[src/rtl/universal_reg.sv]
// universal_reg: parametrised general-purpose datapath register.
// Supports hold, serial shift left/right, parallel load, increment,
// decrement and rotate left/right, with a synchronous clear and an
// enable. A registered flag captures the carry, borrow or the bit shifted
// or rotated out.
//
// Ports:
//   clk    - clock, all state changes on the rising edge
//   rst    - asynchronous active-low reset (A = RESET_VAL, c = 0)
//   clr    - synchronous clear, overrides en and mode
//   en     - operation enable, 0 holds A and c
//   mode   - operation select
//   I      - parallel load data
//   sr_in  - serial bit entering the MSB on shift right
//   sl_in  - serial bit entering the LSB on shift left
//   A      - register contents (registered)
//   c      - carry/borrow/shift-out flag (registered)
//   zero   - combinational, 1 when A == 0
module universal_reg #(
  parameter int unsigned      WIDTH     = 4,
  parameter logic [WIDTH-1:0] RESET_VAL = '0
) (
  input  logic             clk,
  input  logic             rst,
  input  logic             clr,
  input  logic             en,
  input  logic [2:0]       mode,
  input  logic [WIDTH-1:0] I,
  input  logic             sr_in,
  input  logic             sl_in,
  output logic [WIDTH-1:0] A,
  output logic             c,
  output logic             zero
);

  localparam int unsigned WIDTH_EXT = WIDTH + 1;

  localparam logic [2:0] MODE_HOLD = 3'b000;
  localparam logic [2:0] MODE_SHR  = 3'b001;
  localparam logic [2:0] MODE_SHL  = 3'b010;
  localparam logic [2:0] MODE_LOAD = 3'b011;
  localparam logic [2:0] MODE_INC  = 3'b100;
  localparam logic [2:0] MODE_DEC  = 3'b101;
  localparam logic [2:0] MODE_ROR  = 3'b110;
  localparam logic [2:0] MODE_ROL  = 3'b111;

  logic [WIDTH-1:0] a_q, a_d;
  logic             c_q, c_d;
  logic [WIDTH:0]   inc_sum;

  // Next-state selection: clr beats en, en beats mode.
  always_comb begin
    a_d     = a_q;
    c_d     = c_q;
    // One bit wider so the wrap from all-ones lands in the carry.
    inc_sum = {1'b0, a_q} + WIDTH_EXT'(1);
    if (clr) begin
      a_d = '0;
      c_d = 1'b0;
    end else if (en) begin
      case (mode)
        MODE_HOLD: begin
          a_d = a_q;
          c_d = c_q;
        end
        MODE_SHR: begin
          a_d = {sr_in, a_q[WIDTH-1:1]};
          c_d = a_q[0];
        end
        MODE_SHL: begin
          a_d = {a_q[WIDTH-2:0], sl_in};
          c_d = a_q[WIDTH-1];
        end
        MODE_LOAD: begin
          a_d = I;
          c_d = 1'b0;
        end
        MODE_INC: begin
          a_d = inc_sum[WIDTH-1:0];
          c_d = inc_sum[WIDTH];
        end
        MODE_DEC: begin
          a_d = a_q - WIDTH'(1);
          // Borrow only when wrapping from zero to all-ones.
          c_d = (a_q == '0);
        end
        MODE_ROR: begin
          a_d = {a_q[0], a_q[WIDTH-1:1]};
          c_d = a_q[0];
        end
        MODE_ROL: begin
          a_d = {a_q[WIDTH-2:0], a_q[WIDTH-1]};
          c_d = a_q[WIDTH-1];
        end
      endcase
    end
  end

  // State register with asynchronous reset to RESET_VAL.
  always_ff @(posedge clk or negedge rst) begin
    if (!rst) begin
      a_q <= RESET_VAL;
      c_q <= 1'b0;
    end else begin
      a_q <= a_d;
      c_q <= c_d;
    end
  end

  assign A    = a_q;
  assign c    = c_q;
  assign zero = (a_q == '0);

endmodule

[config.mk]
export PLATFORM = sky130hd
export DESIGN_NAME = universal_reg
export DESIGN_NICKNAME = d
export VERILOG_FILES = /design/src/rtl/universal_reg.sv
export SDC_FILE = /design/constraint.sdc
export NUM_CORES = 1
export LEC_CHECK = 0
export CORE_MARGIN = 3
export CORE_UTILIZATION = 40
export DETAILED_ROUTE_END_ITERATION = 10
export PLACE_DENSITY_LB_ADDON = 0.08
export SYNTH_ARGS = -nofsm -noshare
export SYNTH_HDL_FRONTEND = slang
export SYNTH_SLANG_ARGS = --single-unit
[constraint.sdc]
create_clock -name clk -period 1.4 [get_ports clk]
set_input_delay 0.21 -clock clk [delete_from_list [all_inputs] [get_ports clk]]
set_output_delay 0.21 -clock clk [all_outputs]
set_load 0.005 [all_outputs]
### Word level (Yosys, flattened, before mapping)

Cells that the tools add are included.

| storage, ports and cells | value |
|---|---|
| register bits after elaboration | 5 |
| input port bits | 13 |
| output and inout port bits | 6 |
| word-level logic and storage cells | 24 |

| operators by class | value |
|---|---|
| add/subtract/negate cells | 2 |
| eq/ne operators | 8 |
| mux-type cells | 6 |
| reduce and logical (&&, ||, !) cells | 6 |

Operator list:

| cell | number |
|---|---|
| one-hot mux 4 bit (7 select lines) | 1 |
| == test 3 bit, second input constant | 4 |
| 2-to-1 mux 4 bit | 2 |
| == test 3 x 2 -> 1 bit, second input constant | 2 |
| adder 4 x 1 -> 5 bit, second input constant | 1 |
| one-hot mux 1 bit (5 select lines) | 1 |
| logical NOT 4 bit | 1 |
| OR reduction 2 bit | 2 |
| subtractor 4 x 1 -> 4 bit, second input constant | 1 |
| == test 3 x 1 -> 1 bit, second input constant | 1 |
| logical NOT 3 bit | 1 |
| 2-to-1 mux 1 bit | 2 |
| inequality test 2 bit, second input constant | 1 |
| AND reduction 2 bit | 1 |
| nonzero test 2 bit | 1 |

### Longest topological paths before layout

| depth | value |
|---|---|
| word-level depth | 5 |
| gate-level depth with buffers | 6 |
| mapped depth without buffers | 6 |

### Least setup slack after synthesis

Ideal clock, no wire load.

| timing path | value |
|---|---|
| kind | register -> register |
| from | register a_q[1] (netlist: A[1]) |
| to | register a_q[1] (netlist: A[1]) |
| setup time | 0.099 ns |
| data arrival time | 1.383 ns |
| data required time | 1.301 ns |
| setup slack | -0.083 ns |
| stages on the path, launching flop included | 7 |
| path buffers | 0 |
| clock period less this slack | 1.483 ns |
| cells stage by stage | dfrtp_1 -> inv_1 -> ha_1 -> nor2b_1 -> xnor2_1 -> a21boi_0 -> a311oi_1 |

| between the ends | value |
|---|---|
| longest elaborated chain between the ends | 4 |
| elaborated cells on any way between the ends | 5 |
| those cells by class | 2 x add/sub; 3 x mux |

Ends and longest elaborated chain:

| item | RTL line | RTL |
|---|---|---|
| from (decl) | 47 | `logic [WIDTH-1:0] a_q, a_d;` |
| from (signal assigned) | 102 | `a_q <= RESET_VAL;` |
| from (signal assigned) | 105 | `a_q <= a_d;` |
| subtractor 4 x 1 -> 4 bit / adder 4 x 1 -> 5 bit (equally long branches) | 83, 56 |  |
| one-hot mux 4 bit (7 select lines) * | 61 | `case (mode)` |
| 2-to-1 mux 4 bit * | 60 | `end else if (en) begin` |
| 2-to-1 mux 4 bit * | 57 | `if (clr) begin` |

Mark *: on every way between the ends. The rest lies on a longest branch, timed or not. The select of a mux whose other input is x is not followed.
A chain may end at the register's enable or synchronous reset.

### Worst setup path after layout

| timing path | value |
|---|---|
| from | register a_q[0] (netlist: A[0]) |
| to | register a_q[1] (netlist: A[1]) |

Same word-level chain as after synthesis.

==> impl_metrics.csv <==
group,metric,value,unit
status,outcome,"finished with violations",
status,violations,"negative setup slack",
critical_path,cp.arrival,1.64,ns
logic_synthesis,synth_compound_area_share,30.9,%
detailed_routing,wl_per_cell,15.7,um
floorplan,die_y,45.4,um
grt,grt_pass1_wl,3370,um
critical_path,cp.required,1.53,ns
detailed_routing,dr.pass1.iters,5,
place,postPlaceCellArea,905,um2
critical_path,max_stage_delay,0.41,ns
pwr,power.leakage,0.492,nW
timing,timing.slew.headroom,74.5,%
timing,skew,0.000879,ns
logic_synthesis,synthXorXnorAreaFrac,2.83,%
final_layout,fin_nets,140,
grt,grt_antenna_before_repair,0,
detailed_routing,vias,830,
final_layout,final_area,1110,um2
critical_path,crit_path_end_kind,"register",
critical_path,crit_chain,"inv_2 > ha_4 > nor2b_2 > xnor2_1 > a21boi_1 > a311oi_1",
logic_synthesis,syn_inst,79,
final_layout,synthToLayoutAreaGrowth,79.6,%
place,portBuffers,18,
critical_path,timing.rr.end,"A[1]",
logic_synthesis,synth-simple-area-share,23.6,%
timing,fin_crit_sh,107,%
detailed_routing,drc,0,
detailed_routing,final_antenna_net_count,0,
clock_network,cts_sinks,5,
place,dp.cells,122,
clock_network,holdBufCountCts,0,
logic_synthesis,yosys.cell_types.count,33,
clock_network,clock_latency,0.26,ns
logic_synthesis,ys_ff_latch,5,
logic_synthesis,post-synth-top-area-cell,"dfrtp_1",
floorplan,die_area,2060,um2
grt,overflow,0,
pwr,irDropWorstVdd,0.341,mV
final_layout,instances_no_fill,139,
floorplan,core_area,1380,um2
clock_network,cts-root-buf,"clkbuf_4",
critical_path,worstSetupStartpointType,"register",
timing,rsz0062_at_grt,"true",
grt,globalRouteMet2Util,36.7,%
detailed_routing,finalWirelength,2190,um
timing,finalSetupViolCount,5,
logic_synthesis,yosys_warnings,0,
grt,grt_util_met3,2.39,%
timing,hold_viol_final,0,
timing,max_freq,666,MHz
floorplan,die_x,45.4,um
logic_synthesis,async_reset_ff_share,100,%
logic_synthesis,synth.area.mux_share,6.46,%
grt,grtUsageTotal,22.9,%
grt,grt_max_degree,20,
run,drv_cap,0,
floorplan,rows,13,
grt,grt_pass1_vias,733,
timing,worst_pin_slew,0.382,ns
timing,min_period,1.50,ns
critical_path,reg2reg_from,"A[0]",
timing,setup_ws,-0.103,ns
logic_synthesis,synth_edf_count,0,
critical_path,rrSetupSlack,-0.10,ns
logic_synthesis,synth_nets,94,
detailed_routing,drtIter0Drc,33,
logic_synthesis,synth.avg_cell_area,7.84,um2
critical_path,r2r.worst_path.cells,6,
clock_network,cts_tree,"built",
logic_synthesis,synth_seq_area_share,20.2,%
critical_path,cp_max_fo,2,
clock_network,path_clk_slew,0.04,ns
clock_network,cts_made_buffers,3,
logic_synthesis,synth_most_common_cell,"o21ai_0",
place,globalplace.congestion,0.900,
final_layout,drive_gt1_share,39.5,%
logic_synthesis,synth_adder_area_share,4.04,%
grt,grt_most_used_layer,"met2",
logic_synthesis,synth_top_flop_cell,"dfrtp_1",
floorplan,start_util,44.8,%
detailed_routing,viasPerCell,5.97,
floorplan,io_pins,19,
hold_path,hold_path.class,"input pin to async pin",
grt,use_met1,29.9,%
logic_synthesis,synth_top_family_by_area,"compound AO/OA/AOI/OAI gates",
logic_synthesis,synth_top_area_share,20.2,%
pwr,power_density,642,nW/um2
final_layout,fill_cells,98,
final_layout,diodes,0,
clock_network,htreeDepth,1,
logic_synthesis,syn-cell-area,619,um2
timing,slew_violations,0,
logic_synthesis,synthTopCellsByCount,"9 x o21ai_0, 8 x nor2_1, 7 x nand2_1",
clock_network,cts.path.max_buffers,2,
critical_path,crit_slowest_cell,"dfrtp_2",
critical_path,criticalPathCategory,"register to register",
logic_synthesis,yosys-top-cells-area,"dfrtp_1 20%, o21ai_0 7.3%, mux2i_1 6.5%",
place,dpl.hpwl,1450,um
-- where the power goes --
group | internal, mW | switching, mW
registers | 0.157 | 0.00941
clock network | 0.109 | 0.0716
logic | 0.209 | 0.158
-- worst max-delay path, delay by kind of cell (launching register included) --
kind	cells	cell delay [ns]
buffers and inverters	1	0.08
xor gates and xnor gates	1	0.15
AOI/OAI and AO/OA	2	0.39
and+or+nand+nor	1	0.14
adders and majority gates	1	0.20
DFF	1	0.41
-- sequential cells by signal, summed over array words and instances (netlist names) --
signal	count
c	1
A	4
-- cells by family after synthesis --
logic type	count (synthesis)
fa+ha+maj	2
compound gates	28
simple gates	27
mux	4
flops	5
buf+inv	11
xor+xnor	2
-- timing repair --
action | CTS | global route
setup endpoints to repair | 10 | 6
gates resized for setup | 28 | 6
pin swaps | 11 | 12
buffers inserted | 7 | 6
cloned | 0 | 1
-- placed cells by master (no fill, tap or decap), types with 2 or more instances in the layout --
cell type	instances
buf_6	7
ha_4	2
clkdlybuf4s50_1	10
xnor2_1	2
buf_2	2
dfrtp_2	2
clkdlybuf4s15_1	2
mux2i_1	3
inv_2	2
inv_1	2
a211o_1	2
a21oi_1	3
a31oi_1	2
o21ai_0	9
dfrtp_1	3
nand3_1	2
buf_4	21
nor2_1	7
a311oi_1	2
nand2_1	7
nand3b_1	2
clkbuf_4	3
dlygate4sd2_1	4
-- metal layers --
layer  vias to the layer above  part of all wire (%)  wire length (um)
met1                       377                    41               886
met3                        11                   8.4               183
met5                         -                     0                 0
li1                        392                     -                 -
met4                         0                   3.8                82
met2                        50                    47              1030
-- how the worst max path moves through the flow --
stage | endpoint | slack [ns] | cells after the start | startpoint
after floorplan | A[1] | 0.005 | 6 | A[1]
after global placement | A[3] | -0.35 | 6 | mode[0]
after detailed placement | A[3] | -0.44 | 6 | mode[0]
after CTS | A[2] | -0.09 | 7 | A[1]
after global routing | A[1] | -0.15 | 6 | A[0]
final | A[1] | -0.10 | 6 | A[0]
-- final cells by class --
| type | instances | area [um2] | share of cell area [%] |
|---|---|---|---|
| sequential | 5 | 128 | 11.5 |
| inverter | 4 | 15.0 | 1.35 |
| clock buffer | 4 | 26.3 | 2.36 |
| tap | 15 | 18.8 | 1.69 |
| timing repair buffer | 48 | 434 | 39.0 |
| multi-input combinational | 63 | 490 | 44.1 |
-- stage by stage --
step / hold slack (ns) / TNS, ns / setup WS, ns / util, % / power, mW
after detailed placement: 0.452 / -1.98 / -0.436 / 65.4 / 0.451
after global placement: 0.445 / -1.79 / -0.347 / 65.4 / 0.448
after floorplan: -0.0856 / 0 / 0.00520 / - / 0.305
after CTS: 0.185 / -0.266 / -0.0935 / 75.7 / 0.683
final: 0.179 / -0.227 / -0.103 / 80.5 / 0.714
after global routing: 0.200 / -0.519 / -0.147 / 80.5 / 0.747
No activity file was read; power rests on OpenSTA's default activity.
==> RTL edit 1: new RTL, same settings <==
Change the parameter `WIDTH` from 4 to 3.
--- a/src/rtl/universal_reg.sv
+++ b/src/rtl/universal_reg.sv
@@ -19,3 +19,3 @@
 module universal_reg #(
-  parameter int unsigned      WIDTH     = 4,
+  parameter int unsigned      WIDTH     = 3,
   parameter logic [WIDTH-1:0] RESET_VAL = '0
Ports: changed (resized A and I); port bits go from 19 to 17. No check against the original RTL was run, so the function may have changed too.
==> RTL edit 1 against the original RTL <==
- the run still ends with negative setup slack left
- clock skew grew 1.1 ps
- largest cell class unchanged
- synthesized area decreased by 23%
- design area decreased by 21%
- setup slack worse by 49 ps
- sequential cell count decreased by 1
- wire length fell by 14%
- power fell by 17%
- non-clock buffer count fell by 11
==> RTL edit 1: results (changes against the original RTL) <==
stage	metric	value	unit	change
finish	clk tree area frac	2.98	%	+0.62 points
finish	synthesis-to-finish area growth	84.1	%	
pwr	Switching Power	0.193	mW	-19%
grt	vias in the first global route	604		-18%
grt	global-route wire length before repair	2.57	mm	-24%
route	met2 WL	978	um	-5.3%
placed_design	placed cell count	101		-17%
route	Wirelength per Cell	16.8	um	+7.0%
route	DRT Pass-1 Iters	4		-1
yosys	Avg Cell Area, Syn	7.73	sq um	-1.4%
pwr	static leakage	0.412	nW	-16%
sta	Post-Route Setup TNS	-191	ps	+36.8 ps
finish	max FFs per register	3		-1
finish	non-clk buf share	37.3	%	-1.7 points
critical_path	crit-path max cell delay	390	ps	-20 ps
finish	Non-clk invs	5		+1
route	Routed WL	1.88	mm	-14%
placed_design	HPWL Detailed	1.06	mm	-27%
finish	layout cell share with drive strength beyond 1	38.4	%	-1.1 points
floorplanning	core area	1020	sq um	-26%
route	Iter 0 DRT Violations	23		-30%
critical_path	slowest CP cell	dfrtp_1		
pwr	Max VDD drop	471	uV	+38%
yosys	Distinct cells, synth	28		-15%
sta	setup ws final	-151	ps	-48.7 ps
grt	routing usage on met2	45.5	%	+8.8 points
pwr	Int Pwr	0.398	mW	-16%
route	DR vias	632		-24%
status	outcome	finished with violations		
placed_design	port bufs	16		-2
route	M1 WL	738	um	-17%
placed_design	pre-CTS setup slack	-347	ps	+88.5 ps
placed_design	DP Area	747	sq um	-17%
finish	nonclk buf count	37		-23%
status	violations in the final reports	negative setup slack		
sta	Worst-Margin Slew	314	ps	-67.5 ps
sta	final setup violation count	3		-2
yosys	net count of the mapped netlist	77		-18%
==> RTL edit 1: cell count changes in the layout (fill, tap and decap cells not counted), sizes merged, moves of 2 or more <==
cell	delta
buf	-8
nor2	-8
nor2b	+4
o21ai	-2
clkdlybuf4s15	-2
dlygate4sd2	-2
nand2	-2
nand3b	-2
a311oi	-3
==> RTL edit 1: worst paths after layout <==
| kind | from | end | slack (ps) | depth (start not counted) |
|---|---|---|---|---|
| min reg2reg | c | c | 600 | 2 |
| max reg2reg | A[1] | A[2] | -150 | 7 |
| max in group asynchronous | rst | A[0] | 1050 | 1 |
| min in group clk | c | c | 600 | 2 |
| min | rst | A[2] | 170 | 1 |
| max | A[1] | A[2] | -150 | 7 |
==> RTL edit 1: logic make-up after synthesis <==
group,count (synthesis),synth area share (%)
AOI/OAI and AO/OA,22,30.6
DFF,4,20.9
xor gates and xnor gates,2,3.66
and+or+nand+nor,18,20.9
adders and majority gates,3,7.83
buffers and inverters,9,7.57
muxes,4,8.62
==> RTL edit 2: new RTL, same settings <==
Made on the original files. Put one more register stage on the output `A`, cleared by the reset. The value now appears one clock later. The other outputs are not delayed to match. Comments in the files are not updated.
--- a/src/rtl/universal_reg.sv
+++ b/src/rtl/universal_reg.sv
@@ -109,3 +109,9 @@
 
-  assign A    = a_q;
+  always_ff @(posedge clk or negedge rst) begin
+    if (!rst) begin
+      A <= '0;
+    end else begin
+      A <= a_q;
+    end
+  end
   assign c    = c_q;
Formal check against the unedited RTL: not equivalent (a bounded check fails within 4 cycles, from zero or initial values and one cycle with rst low).
==> RTL edit 2 against the original RTL <==
- the run still ends with negative setup slack left
- wire length decreased by 13%
- design area increased by 5.7%
- final cell count unchanged
- synthesized area increased by 17%
- largest power group unchanged
- setup slack got worse by 140 ps
- worst hold slack improved by 44 ps
- sequential cell count increased by 4
- power increased by 16%
==> RTL edit 2: results (changes against the original RTL) <==
stage	metric	value	unit	change
status	outcome	finished with violations		
status	violations in the final reports	negative setup slack		
route	DR vias/cell	5.16		-14%
placed_design	RePlAce Congestion	0.836		-7.1%
sta	setup ws final	-241	ps	-139 ps
route	Wirelength per Cell	13.7	um	-13%
route	DRT Pass-1 Iters	4		-1
sta	final setup violation count	6		+1
grt	largest net degree at the start of global routing	13		-35%
placed_design	DP Area	1030	sq um	+14%
placed_design	placed cell count	130		+6.6%
grt	global-route wire length before repair	3.36	mm	-0.21%
route	Iter 0 DRT Violations	11		-67%
pwr	static leakage	0.501	nW	+1.9%
route	Routed WL	1.91	mm	-13%
cts	Clock transition at path regs	60	ps	+20 ps
finish	fillcell total	132		+35%
pwr	Max VDD drop	368	uV	+8.0%
grt	total track usage	18.6	%	-4.3 points
placed_design	HPWL Detailed	1.35	mm	-6.9%
yosys	register area share after synthesis	31.0	%	+11 points
floorplanning	die area	2360	sq um	+15%
yosys	net count of the mapped netlist	93		-1.1%
sta	Worst Skew	4.28	ps	+3.40 ps
pwr	Int Pwr	0.586	mW	+23%
==> RTL edit 2: cell count changes after synthesis, moves of 2 or more <==
cell | before | now
nand4b_1 | 0 | 3
buf_6 | 1 | 3
o31ai_1 | 0 | 2
o21ai_0 | 9 | 4
nor2_1 | 8 | 5
dfrtp_1 | 5 | 9
a31oi_1 | 2 | 0
a211o_1 | 2 | 0
==> RTL edit 2: logic make-up after synthesis <==
family / synth area share, %
multiplexers: 8.79
AO/OA/AOI/OAI: 20.7
flip-flops: 31.0
buffers and inverters: 9.48
adder cells (fa/ha/maj): 3.45
AND/OR/NAND/NOR: 24.1
XOR/XNOR: 2.41
==> RTL edit 2: worst paths after layout <==
| kind | start | end | slack [ps] | depth (start not counted) |
|---|---|---|---|---|
| worst max register to register | a_q[1] | a_q[3] | -240 | 6 |
| worst min register to register | a_q[3] | A[3] | 540 | 0 |
| max in group asynchronous | rst | a_q[3] | 890 | 1 |
| worst max-delay path | a_q[1] | a_q[3] | -240 | 6 |
| worst min-delay path | rst | c | 220 | 1 |
| min in group clk | a_q[3] | A[3] | 540 | 0 |
==> RTL edit 2: cell type report <==
cell class	count	area (sq um)	share of cell area, %
multi-input combinational	58	495	42.1
timing repair buffer	40	379	32.2
sequential	9	228	19.4
tap	24	30.0	2.55
clock buffer	4	26.3	2.23
inverter	4	17.5	1.49
==> RTL edit 2: metrics by stage <==
stage	utilization, %	TNS (ps)	setup WS, ps
final	73.0	-856	-241
after global routing	73.0	-1410	-365
after CTS	71.8	-745	-221
after detailed placement	64.1	-2100	-425
after global placement	64.1	-2010	-415
after floorplan	-	-119	-68.7
==> RTL edit 2: layer usage <==
layer,part of all wire [%],global-route usage (%),vias to the layer above
met1,42,23.1,329
li1,-,-,363
met4,0.79,11.8,0
met3,4.0,1.84,2
met5,0,0,-
met2,53,30.7,23
==> RTL edit 2: timing repair <==
action	4_1_cts	5_1_grt
pin swaps	9	4
gates resized for setup	21	4
hold buffers	0	0
endpoints found under the setup margin	6	7
setup buffers	5	0
==> RTL edit 2: power by group through the flow <==
stage	clock [mW]	sequential [mW]	combinational, mW
6_report	0.200	0.300	0.331
5_1_grt	0.230	0.303	0.359
4_1_cts	0.196	0.299	0.321
3_5_place_dp	0	0.308	0.272
3_3_place_gp	0	0.308	0.270
2_1_floorplan	0	0.304	0.138
==> RTL edit 2: worst max-delay path, cell delays in order, from the launching register on <==
cell,delay [ps]
dfrtp_1,400
buf_6,140
buf_6,110
or4b_4,510
and3_4,190
o21ai_2,100
a21oi_1,70
